## src/rtl/hough_stage_scheduler.sv

```systemverilog
// hough_stage_scheduler
// Shares one Hough transform pipeline stage between the live camera path
// (source 0) and the test-pattern/replay path (source 1). Round-robin
// arbitration, a registered mux select, a stage request/acknowledge handshake,
// a completed-frame counter and a stage-hang timeout.
// Optional feature: define HOUGH_SCHED_LATENCY_EN to capture the number of
// GRANT cycles spent waiting for the stage acknowledge into o_last_latency.
// Without the macro o_last_latency is tied to zero.
module hough_stage_scheduler #(
   parameter int COUNT_BITS     = 16,
   parameter int TIMEOUT_CYCLES = 1024
) (
   input  logic                  i_clk,
   input  logic                  i_reset,
   input  logic                  i_enable,
   input  logic                  i_req0,
   input  logic                  i_req1,
   output logic                  o_ack0,
   output logic                  o_ack1,
   output logic                  o_sel,
   output logic                  o_stage_req,
   input  logic                  i_stage_ack,
   output logic                  o_busy,
   output logic                  o_err_pulse,
   output logic [COUNT_BITS-1:0] o_frame_count,
   output logic [COUNT_BITS-1:0] o_last_latency
);

   // Timeout counter only has to reach TIMEOUT_CYCLES-1.
   localparam int            TW      = (TIMEOUT_CYCLES > 1) ? $clog2(TIMEOUT_CYCLES) : 1;
   localparam logic [TW-1:0] TO_LAST = TW'((TIMEOUT_CYCLES > 0) ? (TIMEOUT_CYCLES - 1) : 0);
   localparam bit            TO_EN   = (TIMEOUT_CYCLES != 0);

   typedef enum logic [1:0] {
      S_IDLE  = 2'd0,
      S_GRANT = 2'd1,
      S_HOLD  = 2'd2
   } state_t;

   state_t                r_state;
   state_t                w_state_next;
   logic                  r_sel;
   logic                  w_sel_next;
   logic                  r_last_grant;
   logic                  w_last_grant_next;
   logic                  r_ack0;
   logic                  w_ack0_next;
   logic                  r_ack1;
   logic                  w_ack1_next;
   logic                  r_err;
   logic                  w_err_next;
   logic [TW-1:0]         r_to_cnt;
   logic [TW-1:0]         w_to_cnt_next;
   logic [COUNT_BITS-1:0] r_frame_count;
   logic [COUNT_BITS-1:0] w_frame_count_next;

   logic                  w_any_req;
   logic                  w_winner;
   logic                  w_grant;

   // Round-robin pick: a lone requester wins; on a tie the source that was
   // not served last wins. Reset leaves r_last_grant=1 so source 0 wins first.
   assign w_any_req = i_req0 | i_req1;
   assign w_winner  = (i_req0 & i_req1) ? ~r_last_grant : i_req1;
   assign w_grant   = (r_state == S_IDLE) && i_enable && w_any_req;

   // State and registered outputs
   always_ff @(posedge i_clk) begin
      if (i_reset) begin
         r_state       <= S_IDLE;
         r_sel         <= 1'b0;
         r_last_grant  <= 1'b1;
         r_ack0        <= 1'b0;
         r_ack1        <= 1'b0;
         r_err         <= 1'b0;
         r_to_cnt      <= '0;
         r_frame_count <= '0;
      end else begin
         r_state       <= w_state_next;
         r_sel         <= w_sel_next;
         r_last_grant  <= w_last_grant_next;
         r_ack0        <= w_ack0_next;
         r_ack1        <= w_ack1_next;
         r_err         <= w_err_next;
         r_to_cnt      <= w_to_cnt_next;
         r_frame_count <= w_frame_count_next;
      end
   end

   // Next-state and next-output decode; pulses default low every cycle
   always_comb begin
      w_state_next       = r_state;
      w_sel_next         = r_sel;
      w_last_grant_next  = r_last_grant;
      w_ack0_next        = 1'b0;
      w_ack1_next        = 1'b0;
      w_err_next         = 1'b0;
      w_to_cnt_next      = r_to_cnt;
      w_frame_count_next = r_frame_count;

      case (r_state)
         S_IDLE: begin
            // Enable only gates new grants; an in-flight frame always finishes.
            if (w_grant) begin
               w_state_next  = S_GRANT;
               w_sel_next    = w_winner;
               w_to_cnt_next = '0;
            end
         end

         S_GRANT: begin
            // Ack takes priority over the timeout on the same cycle, so an
            // Ack pulse and ErrPulse can never coincide.
            if (i_stage_ack) begin
               w_state_next      = S_HOLD;
               w_ack0_next       = ~r_sel;
               w_ack1_next       = r_sel;
               w_last_grant_next = r_sel;
            end else if (TO_EN && (r_to_cnt == TO_LAST)) begin
               w_state_next      = S_IDLE;
               w_err_next        = 1'b1;
               w_last_grant_next = r_sel;
            end else if (TO_EN) begin
               w_to_cnt_next = r_to_cnt + TW'(1);
            end
         end

         S_HOLD: begin
            // Frame only counts once the stage has released its acknowledge.
            if (!i_stage_ack) begin
               w_state_next       = S_IDLE;
               w_frame_count_next = r_frame_count + COUNT_BITS'(1);
            end
         end

         default: begin
            w_state_next = S_IDLE;
         end
      endcase
   end

`ifdef HOUGH_SCHED_LATENCY_EN
   logic [COUNT_BITS-1:0] r_lat_cnt;
   logic [COUNT_BITS-1:0] r_last_latency;

   // Count GRANT cycles before the stage ack is sampled; capture on ack only
   always_ff @(posedge i_clk) begin
      if (i_reset) begin
         r_lat_cnt      <= '0;
         r_last_latency <= '0;
      end else if (w_grant) begin
         r_lat_cnt <= '0;
      end else if (r_state == S_GRANT) begin
         if (i_stage_ack) begin
            r_last_latency <= r_lat_cnt;
         end else if (r_lat_cnt != '1) begin
            r_lat_cnt <= r_lat_cnt + COUNT_BITS'(1);
         end
      end
   end

   assign o_last_latency = r_last_latency;
`else
   assign o_last_latency = '0;
`endif

   assign o_ack0        = r_ack0;
   assign o_ack1        = r_ack1;
   assign o_sel         = r_sel;
   assign o_err_pulse   = r_err;
   assign o_frame_count = r_frame_count;
   assign o_stage_req   = (r_state == S_GRANT);
   assign o_busy        = (r_state != S_IDLE);

endmodule

```

## config.mk

```make
export PLATFORM = sky130hd
export DESIGN_NAME = hough_stage_scheduler
export DESIGN_NICKNAME = d
export VERILOG_FILES = /design/src/rtl/hough_stage_scheduler.sv
export SDC_FILE = /design/constraint.sdc
export NUM_CORES = 1
export LEC_CHECK = 0
export CAP_MARGIN = 40
export CORE_MARGIN = 10
export CORE_UTILIZATION = 32
export DETAILED_ROUTE_END_ITERATION = 16
export PLACE_DENSITY_LB_ADDON = 0.25
export SLEW_MARGIN = 30
export SYNTH_ARGS = -nofsm -noshare
export SYNTH_HDL_FRONTEND = slang
export SYNTH_SLANG_ARGS = --single-unit
```

## constraint.sdc

```tcl
create_clock -name i_clk -period 3.8 [get_ports i_clk]
set_clock_uncertainty 0.1 [all_clocks]
set_input_delay 0.76 -clock i_clk [delete_from_list [all_inputs] [get_ports i_clk]]
set_output_delay 0.76 -clock i_clk [all_outputs]
set_load 0.05 [all_outputs]
```

==> results of run 1 <==
==> worst paths after layout <==
| kind | endpoint | slack (ps) | cells past startpoint |
|---|---|---|---|
| max | o_stage_req | 950 | 3 |
| min | r_to_cnt[7]$_SDFFE_PP0P_ | 390 | 2 |
| max reg2reg | r_to_cnt[1]$_SDFFE_PP0P_ | 1710 | 6 |
| min reg2reg | r_to_cnt[7]$_SDFFE_PP0P_ | 390 | 2 |
==> state kept, by name, indices dropped and copies added, names as in the netlist <==
signal / cells
o_frame_count: 16
r_to_cnt: 10
r_state: 2
o_ack0: 1
o_ack1: 1
o_err_pulse: 1
o_sel: 1
r_last_grant: 1
==> through the flow <==
| stage | power, W | utilization, % | cells | hold slack (ps) |
|---|---|---|---|---|
| finish | 0.000708 | 41.1 | 285 | 390 |
| detailed placement | 0.000451 | 39.3 | 278 | 381 |
| global route | 0.000739 | 41.1 | 285 | 415 |
| global placement | 0.000449 | 39.0 | 277 | 371 |
| floorplan | 0.000444 | - | 207 | 359 |
| CTS | 0.000714 | 41.1 | 285 | 388 |
==> worst register-to-register path, delay by kind of cell, from the launching register on <==
kind	cells	cell delay [ps]
compound gates	2	690
simple gates	3	610
flops	1	340
fa+ha+maj	1	230
==> layout by cell type (no fill, tap or decap), drive strengths merged <==
master,netlist,routed
nor3,6,6
a32oi,1,1
or4,1,1
clkdlybuf4s50,0,27
nand4bb,1,1
and3,2,2
nand2,13,13
or3b,1,1
mux2,1,1
xor2,9,9
conb,1,16
dfxtp,33,33
nor2,26,26
and2,1,1
a21oi,15,15
nand4,5,5
xnor2,2,2
o311ai,1,1
and4,5,5
nand3,6,6
or3,5,5
a22oi,1,1
or2,1,1
inv,4,4
nand2b,3,3
o21ai,12,12
nand4b,1,1
nor3b,1,1
clkbuf,7,7
mux2i,2,2
ha,2,2
a31oi,3,3
a211o,1,1
buf,18,2
nor4,1,1
==> logic make-up after synthesis <==
kind of cell | synth area share, %
muxes | 1.95
buffers and inverters | 10.7
DFF | 41.2
and+or+nand+nor | 26.7
AOI/OAI and AO/OA | 11.7
adders and majority gates | 1.56
xor gates and xnor gates | 6.01
other | 0.234
==> layer usage <==
metal	wire length [um]	track usage [%]
met5	0	0
met4	75	4.31
met3	200	3.08
met2	1570	13.0
met1	1680	11.4
==> final cells by class <==
cell class                      instances  area [um2]  area share, %
Tap cell                               67        83.8           4.26
Inverter                                4        15.0          0.763
Timing Repair Buffer                   29         293           14.9
Sequential cell                        33         661           33.6
Multi-Input combinational cell        145         828           42.1
Clock buffer                            7        86.3           4.39
==> report_power, final <==
part / leakage (nW) / switching, W / internal [W]
logic: 0.427 / 0.0000695 / 0.0000207
registers: 0.266 / 0.00000377 / 0.000349
clock network: 0.0443 / 0.000121 / 0.000144
total: 0.737 / 0.000194 / 0.000514
==> results.yml, run 1 <==
placed_design:
  place_worst_setup_slack_ps: 1070
  portBuffers: 27
  finalWeightedCongestion: 0.777
  place_area_um2: 1880
  detailed_place_hpwl_um: 2640
worst_setup_path:
  cp_top_family: "buffers and inverters"
  critical-path-slowest-cell: "sky130_fd_sc_hd__clkdlybuf4s50_1"
  setup.worst_path.class: "flop to primary output"
  worstSetupStartpointType: "flop"
  worstPathBufferInverterCount: 2
  timing.critical_path.cells: "nand2b_1 -> inv_2 -> clkdlybuf4s50_1"
  worst_ep_arrival_time_ps: 1990
  cpPeakStageDelay_ps: 820
  critPathLaunch: "r_state[0]$_SDFFE_PP0P_"
  worst-path-max-fanout: 11
  required_ps: 2940
  crit_path_end_kind: "primary output"
  r2r_path_start: "r_to_cnt[0]$_SDFFE_PP0P_"
timing:
  max_freq_mhz: 351
  grt_setup_unrepaired: "false"
  post-route-min-period_ps: 2850
  final_cycle_utilization_of_the_critical_path_pct: 74.9
  timing.slew.headroom_pct: 65.6
  finalMaxSlewViolations: 0
  worst_slew_pin_slew_ps: 514
  hold_viol: 0
  final.setup.worst_slack_ps: 953
  setup_tns_ps: 0
  report.final.setup_viol: 0
cells_and_area:
  diodes: 0
  design_area_um2: 1970
  post_route_cells_drive_above_1_share_pct: 5.96
  synthToLayoutAreaGrowth_pct: 22.6
  fillCellCount: 518
  nets: 226
worst_hold_path:
  timing.hold.worst.start: "r_to_cnt[7]$_SDFFE_PP0P_"
  hold_path.class: "flop to flop"
yosys:
  cell_types_with_the_largest_area_share_after_synthesis: "sky130_fd_sc_hd__dfxtp_1 (41%), sky130_fd_sc_hd__buf_4 (7.5%), sky130_fd_sc_hd__nor2_1 (6.1%), sky130_fd_sc_hd__xor2_1 (4.9%), sky130_fd_sc_hd__a21oi_1 (4.7%)"
  yosys.cell_count.top_type: "sky130_fd_sc_hd__dfxtp_1"
  synth_area_um2: 1600
  synthesis.area_per_instance_um2: 8.35
  synth-seq-area-share_pct: 41.2
  post-synth-top-area-fraction_pct: 41.2
  number_of_distinct_standard_cells_referenced_by_the_synthesized_netlist: 38
  synth_top_cell_by_area: "sky130_fd_sc_hd__dfxtp_1"
  share_of_flip_flops_with_an_asynchronous_set_or_reset_pct: 0
  synth.cells.most_frequent: "sky130_fd_sc_hd__dfxtp_1 (33), sky130_fd_sc_hd__nor2_1 (26), sky130_fd_sc_hd__buf_4 (16), sky130_fd_sc_hd__a21oi_1 (15), sky130_fd_sc_hd__nand2_1 (13)"
  synthCells: 192
  postSynthRegisterBits: 33
  dominantRegCellSynth: "sky130_fd_sc_hd__dfxtp_1"
  yosys_warnings: 0
  synth_edf_count: 0
route:
  routed_via_density: 4.69
  route.final.wire_length_um: 3530
  drt-initial-drc-count: 57
  avgRoutedWirePerCell_um: 12.4
  drtPass1Iterations: 4
  detailed_route_drc_error_count: 0
  routed-via-count: 1338
  final_antenna_net_count: 0
floorplan:
  boundaryPins: 44
  row_count: 25
  design.die.area_um2: 8240
  floorplan.die.width_um: 90.8
  initial_core_utilization_pct: 33.5
  chipHeight_um: 90.8
  core-area_um2: 4790
global_routing:
  global_route.usage.total_pct: 8.93
  grt_start_max_net_pins: 16
  grt.overflow.total: 0
  first_global_vias: 1227
  initial_antenna_violation_count: 0
  first_pass_grt_wire_length_um: 6160
clock_network:
  tritoncts_clock_tree: "done"
  cts.repair_timing.setup_buffer_count: 0
  clkTransAtPathRegs_ps: 70
  cts_buffers: 5
  post_cts_resized: 0
  htree_num_levels: 2
  worst_skew_pair.late_latency_ps: 280
  clock-root-buffer: "sky130_fd_sc_hd__clkbuf_8"
  cts.hold.buffers_added: 0
  ctsLongestPathBuffers: 2
  clock-sinks: 33
pwr:
  power_density_nw_per_um2: 360
  irDropWorstVdd_v: 0.000151
  power.static_leakage_nw: 0.737
job:
  max-cap-violations: 0
run_status:
  status: "complete, no violations"
No activity file was read; power rests on OpenSTA's default activity.
==> inputs of run 2 (changes only) <==
==> constraint.sdc (replaced) <==
create_clock -name i_clk -period 2.5 [get_ports i_clk]
set_clock_uncertainty 0.1 [all_clocks]
set_input_delay 0.5 -clock i_clk [delete_from_list [all_inputs] [get_ports i_clk]]
set_output_delay 0.5 -clock i_clk [all_outputs]
set_load 0.05 [all_outputs]
==> run 2 against run 1 <==
Effect of this change: first-iteration DRC count shrank 39%; design area increased by 1.8%; critical path type unchanged; register-to-register slack lost 1300 ps; flip-flop and latch count stayed put.
==> results.yml, run 2 (synthesized netlist as in run 1, its figures left out) <==
clock_network:
  cts.repair_timing.setup_buffer_count: 0
  htree_num_levels: 2
  clock-root-buffer: "sky130_fd_sc_hd__clkbuf_8"
  cts_buffers: 5
  clock-sinks: 33
  tritoncts_clock_tree: "done"
  ctsLongestPathBuffers: 2
  cts.hold.buffers_added: 0
  post_cts_resized: 0
  clkTransAtPathRegs_ps: 70
  worst_skew_pair.late_latency_ps: 290
cells_and_area:
  post_route_cells_drive_above_1_share_pct: 7.69
  fillCellCount: 502
  nets: 228
  stdcell_count: 288
  diodes: 0
  final_cell_mix: "sky130_fd_sc_hd__dfxtp_1 (33), sky130_fd_sc_hd__nor2_1 (26), sky130_fd_sc_hd__clkdlybuf4s50_1 (26)"
  leading_cell_type_in_the_layout_fill_and_taps_excluded: "sky130_fd_sc_hd__dfxtp_1"
  footprint_of_the_multi_input_gates_um2: 828
  largest_register_ffs: 16
  area.sequential_um2: 661
  synthToLayoutAreaGrowth_pct: 24.8
placed_design:
  portBuffers: 27
  place_inst: 280
  finalWeightedCongestion: 0.761
  detailed_place_hpwl_um: 2610
global_routing:
  grt_util_met1_pct: 9.63
  met3_demand_to_capacity_share_in_global_routing_pct: 3.91
  use_met2_pct: 13.5
  global_route.usage.total_pct: 8.66
  initial_antenna_violation_count: 0
  first_pass_grt_wire_length_um: 5890
  globalRoute.busiestLayer: "met2"
  first_global_vias: 1226
  grt_start_max_net_pins: 13
  grt.overflow.total: 0
pwr:
  seqPwrFrac_pct: 45.0
  irDropWorstVdd_v: 0.000241
  internal_power_w: 0.000886
  sw_ratio_pct: 25.7
  net-switching-power_w: 0.000307
  comb_power_share_pct: 11.4
  power.share.clock_pct: 43.6
  power.static_leakage_nw: 0.759
  power_density_nw_per_um2: 596
route:
  drtPass1Iterations: 4
  routed_via_density: 4.55
  avgRoutedWirePerCell_um: 12.1
  route.final.wire_length_um: 3490
  routed-via-count: 1310
  drt-initial-drc-count: 35
  final_antenna_net_count: 0
  detailed_route_drc_error_count: 0
worst_setup_path:
  worst_ep_arrival_time_ps: 1660
  setup.worst_path.class: "flop to primary output"
  worst-path-max-fanout: 6
  crit_path_end_kind: "primary output"
  worstSetupStartpointType: "flop"
  required_ps: 1900
floorplan:
  floorplan.die.width_um: 90.8
  design.die.area_um2: 8240
  chipHeight_um: 90.8
  row_count: 25
  boundaryPins: 44
  initial_core_utilization_pct: 33.5
  core-area_um2: 4790
timing:
  max_freq_mhz: 442
  timing.slew.headroom_pct: 65.9
  report.final.setup_viol: 0
  setup_tns_ps: 0
  grt_setup_unrepaired: "false"
  worst_slew_pin_slew_ps: 510
  hold_viol: 0
  final_cycle_utilization_of_the_critical_path_pct: 90.5
  post-route-min-period_ps: 2260
  finalMaxSlewViolations: 0
job:
  max-cap-violations: 0
worst_hold_path:
  hold_path.class: "flop to flop"
run_status:
  status: "complete, no violations"
## run 2: changes by cell type in the layout (fill, tap and decap cells not counted)
cell,previous run,this run
sky130_fd_sc_hd__bufinv_16,0,1
sky130_fd_sc_hd__clkdlybuf4s50_1,27,26
sky130_fd_sc_hd__buf_8,1,0
sky130_fd_sc_hd__buf_4,1,5
## run 2: power groups by stage
stage | sequential (W) | combinational, W | clock, W
6_report | 0.000537 | 0.000136 | 0.000520
5_1_grt | 0.000537 | 0.000145 | 0.000559
4_1_cts | 0.000537 | 0.000136 | 0.000536
3_5_place_dp | 0.000549 | 0.000135 | 0
3_3_place_gp | 0.000549 | 0.000136 | 0
2_1_floorplan | 0.000554 | 0.000121 | 0
## run 2: final cells by class
class	instances	share of cell area, %
clock inverters	1	1.50
clock buffers	7	4.31
well taps	67	4.19
multi-input cells	145	41.4
repair buffers	31	14.9
flip-flops and latches	33	33.0
inverters	4	0.750
## run 2: final timing paths
kind                                          startpoint                        to  slack (ps)  cells after the start
worst max-delay path             r_state[1]$_SDFFE_PP0P_                    o_busy         240                      2
worst min-delay path            r_to_cnt[7]$_SDFFE_PP0P_  r_to_cnt[7]$_SDFFE_PP0P_         390                      2
worst max register to register  r_to_cnt[0]$_SDFFE_PP0P_  r_to_cnt[4]$_SDFFE_PP0P_         400                      6
worst min register to register  r_to_cnt[7]$_SDFFE_PP0P_  r_to_cnt[7]$_SDFFE_PP0P_         390                      2
## run 2: stage by stage
step	setup slack (ps)	power, W	util [%]	area, um2	hold WS [ps]
final	236	0.00119	41.8	2000	393
after global routing	166	0.00124	41.8	2000	431
after CTS	215	0.00121	41.8	2000	392
after detailed placement	98.5	0.000684	39.4	1890	378
after global placement	131	0.000684	39.4	1890	375
after floorplan	375	0.000675	-	1660	359
## run 2: routing by layer
layer  routed length [um]  vias up
met2                 1630       26
met1                 1560      590
met4                   78        0
li1                     -      688
met3                  218        6
met5                    0        -
## run 2: worst max-delay path, stage by stage (launching register included)
cell,delay (ps)
sky130_fd_sc_hd__dfxtp_1,350
sky130_fd_sc_hd__or2_2,320
sky130_fd_sc_hd__clkdlybuf4s50_1,710
==> inputs of run 3 (changes only) <==
==> constraint.sdc (replaced) <==
create_clock -name i_clk -period 2.1 [get_ports i_clk]
set_clock_uncertainty 0.1 [all_clocks]
set_input_delay 0.42 -clock i_clk [delete_from_list [all_inputs] [get_ports i_clk]]
set_output_delay 0.42 -clock i_clk [all_outputs]
set_load 0.05 [all_outputs]
==> run 3 against run 2 <==
Effect of this change: critical path depth is 1 lower; largest power group unchanged; largest cell class unchanged; first-iteration DRC count is 54% lower; register-to-register slack worse by 270 ps; flip-flop and latch count stayed put; final cell count is 2.8% higher; die area stayed put; worst setup slack worse by 140 ps.
==> results.yml, run 3 (synthesized netlist as in run 1, its figures left out) <==
run_status:
  status: "complete, no violations"
global_routing:
  global_route.usage.total_pct: 9.27
  grt.overflow.total: 0
  initial_antenna_violation_count: 0
  first_global_vias: 1351
  first_pass_grt_wire_length_um: 6470
  grt_start_max_net_pins: 21
cells_and_area:
  design_area_um2: 2020
  post_route_cells_drive_above_1_share_pct: 17.0
  leading_cell_type_in_the_layout_fill_and_taps_excluded: "sky130_fd_sc_hd__dfxtp_1"
  final_cell_mix: "sky130_fd_sc_hd__dfxtp_1 (31), sky130_fd_sc_hd__nor2_1 (26), sky130_fd_sc_hd__buf_4 (25)"
  largest_register_ffs: 16
  synthToLayoutAreaGrowth_pct: 26.2
  diodes: 0
  nets: 237
  stdcell_count: 296
worst_setup_path:
  critical-path-slowest-cell: "sky130_fd_sc_hd__clkdlybuf4s50_1"
  cp_top_family: "buffers and inverters"
  r2r.worst_path.cells: 6
  r2r-end: "r_to_cnt[4]$_SDFFE_PP0P_"
  worst_ep_arrival_time_ps: 1480
  timing.critical_path.cells: "clkdlybuf4s50_1"
  worstPathBufferInverterCount: 1
  crit_path_end_kind: "primary output"
  worst-path-max-fanout: 3
  r2r_path_start: "r_to_cnt[0]$_SDFFE_PP0P_"
  cpPeakStageDelay_ps: 830
  ff2ff_setup_slack_ps: 130
  setup.worst_path.class: "flop to primary output"
  worstSetupStartpointType: "flop"
  required_ps: 1580
clock_network:
  tritoncts_clock_tree: "done"
  clkTransAtPathRegs_ps: 60
  clock-root-buffer: "sky130_fd_sc_hd__clkbuf_8"
  worst_skew_pair.late_latency_ps: 270
  htree_num_levels: 2
  ctsLongestPathBuffers: 2
  clock-sinks: 33
  cts.hold.buffers_added: 0
  post_cts_resized: 0
  cts_buffers: 5
  cts.repair_timing.setup_buffer_count: 0
timing:
  final.setup.worst_slack_ps: 98.0
  post-route-min-period_ps: 2000
  final_cycle_utilization_of_the_critical_path_pct: 95.3
  finalMaxSlewViolations: 0
  report.final.setup_viol: 0
  max_freq_mhz: 499
  grt_setup_unrepaired: "false"
  timing.slew.headroom_pct: 65.8
  worst_slew_pin_slew_ps: 511
  setup_tns_ps: 0
  hold_viol: 0
placed_design:
  finalWeightedCongestion: 0.782
  portBuffers: 27
  detailed_place_hpwl_um: 2790
  place_inst: 289
  place_area_um2: 1940
  place_worst_setup_slack_ps: -180
job:
  max-cap-violations: 0
worst_hold_path:
  timing.hold.worst.start: "o_sel$_SDFFE_PP0P_"
  hold_path_end: "o_ack0$_SDFF_PP0_"
  hold_path.class: "flop to flop"
  whs_path_depth: 1
route:
  routed-via-count: 1362
  drt-initial-drc-count: 16
  final_antenna_net_count: 0
  drtPass1Iterations: 4
  routed_via_density: 4.60
  avgRoutedWirePerCell_um: 12.4
  route.final.wire_length_um: 3670
  detailed_route_drc_error_count: 0
pwr:
  finalPower_w: 0.00129
  power_density_nw_per_um2: 636
  power.static_leakage_nw: 0.817
  irDropWorstVdd_v: 0.000329
floorplan:
  floorplan.die.width_um: 90.8
  core-area_um2: 4790
  row_count: 25
  boundaryPins: 44
  chipHeight_um: 90.8
  initial_core_utilization_pct: 33.5
  design.die.area_um2: 8240
==> run 3: changes by cell type in the layout (fill, tap and decap cells not counted) <==
cell / before / now
sky130_fd_sc_hd__bufinv_16: 1 / 0
sky130_fd_sc_hd__dfxtp_2: 0 / 2
sky130_fd_sc_hd__clkdlybuf4s50_1: 26 / 14
sky130_fd_sc_hd__buf_4: 5 / 25
sky130_fd_sc_hd__dfxtp_1: 33 / 31
sky130_fd_sc_hd__buf_12: 0 / 1
==> run 3: area by class of cell <==
cell class	count	area, um2
Multi-Input combinational cell	145	828
Sequential cell	33	663
Timing Repair Buffer	40	348
Fill cell	524	2760
Inverter	4	15.0
Clock buffer	7	86.3
Tap cell	67	83.8
==> run 3: layer usage <==
layer	wire length (um)	global-route usage (%)
met5	0	0
met4	36	2.74
met3	208	3.91
met2	1750	15.0
met1	1680	10.9
==> run 3: through the flow <==
stage | utilization, % | hold WS [ps]
after floorplan | - | 359
after global placement | 40.5 | 377
after detailed placement | 40.5 | 385
after CTS | 42.3 | 395
after global routing | 42.3 | 438
final | 42.3 | 387
==> run 3: report_power, final <==
group | internal, W | switching [W] | total, W
sequential | 0.000632 | 0.00000676 | 0.000639
combinational | 0.0000450 | 0.000127 | 0.000172
clock | 0.000260 | 0.000217 | 0.000477
==> run 3: worst max-delay path by stage <==
stage	from	endpoint	slack, ps	cells after the start
after CTS	o_frame_count[5]$_SDFFE_PP0P_	o_frame_count[5]	80	1
final	o_frame_count[5]$_SDFFE_PP0P_	o_frame_count[5]	100	1
after detailed placement	i_stage_ack	o_frame_count[11]$_SDFFE_PP0P_	-180	6
after global routing	r_to_cnt[0]$_SDFFE_PP0P_	r_to_cnt[4]$_SDFFE_PP0P_	6	6
after global placement	i_stage_ack	o_frame_count[11]$_SDFFE_PP0P_	-150	6
after floorplan	o_frame_count[3]$_SDFFE_PP0P_	o_frame_count[10]$_SDFFE_PP0P_	20	5
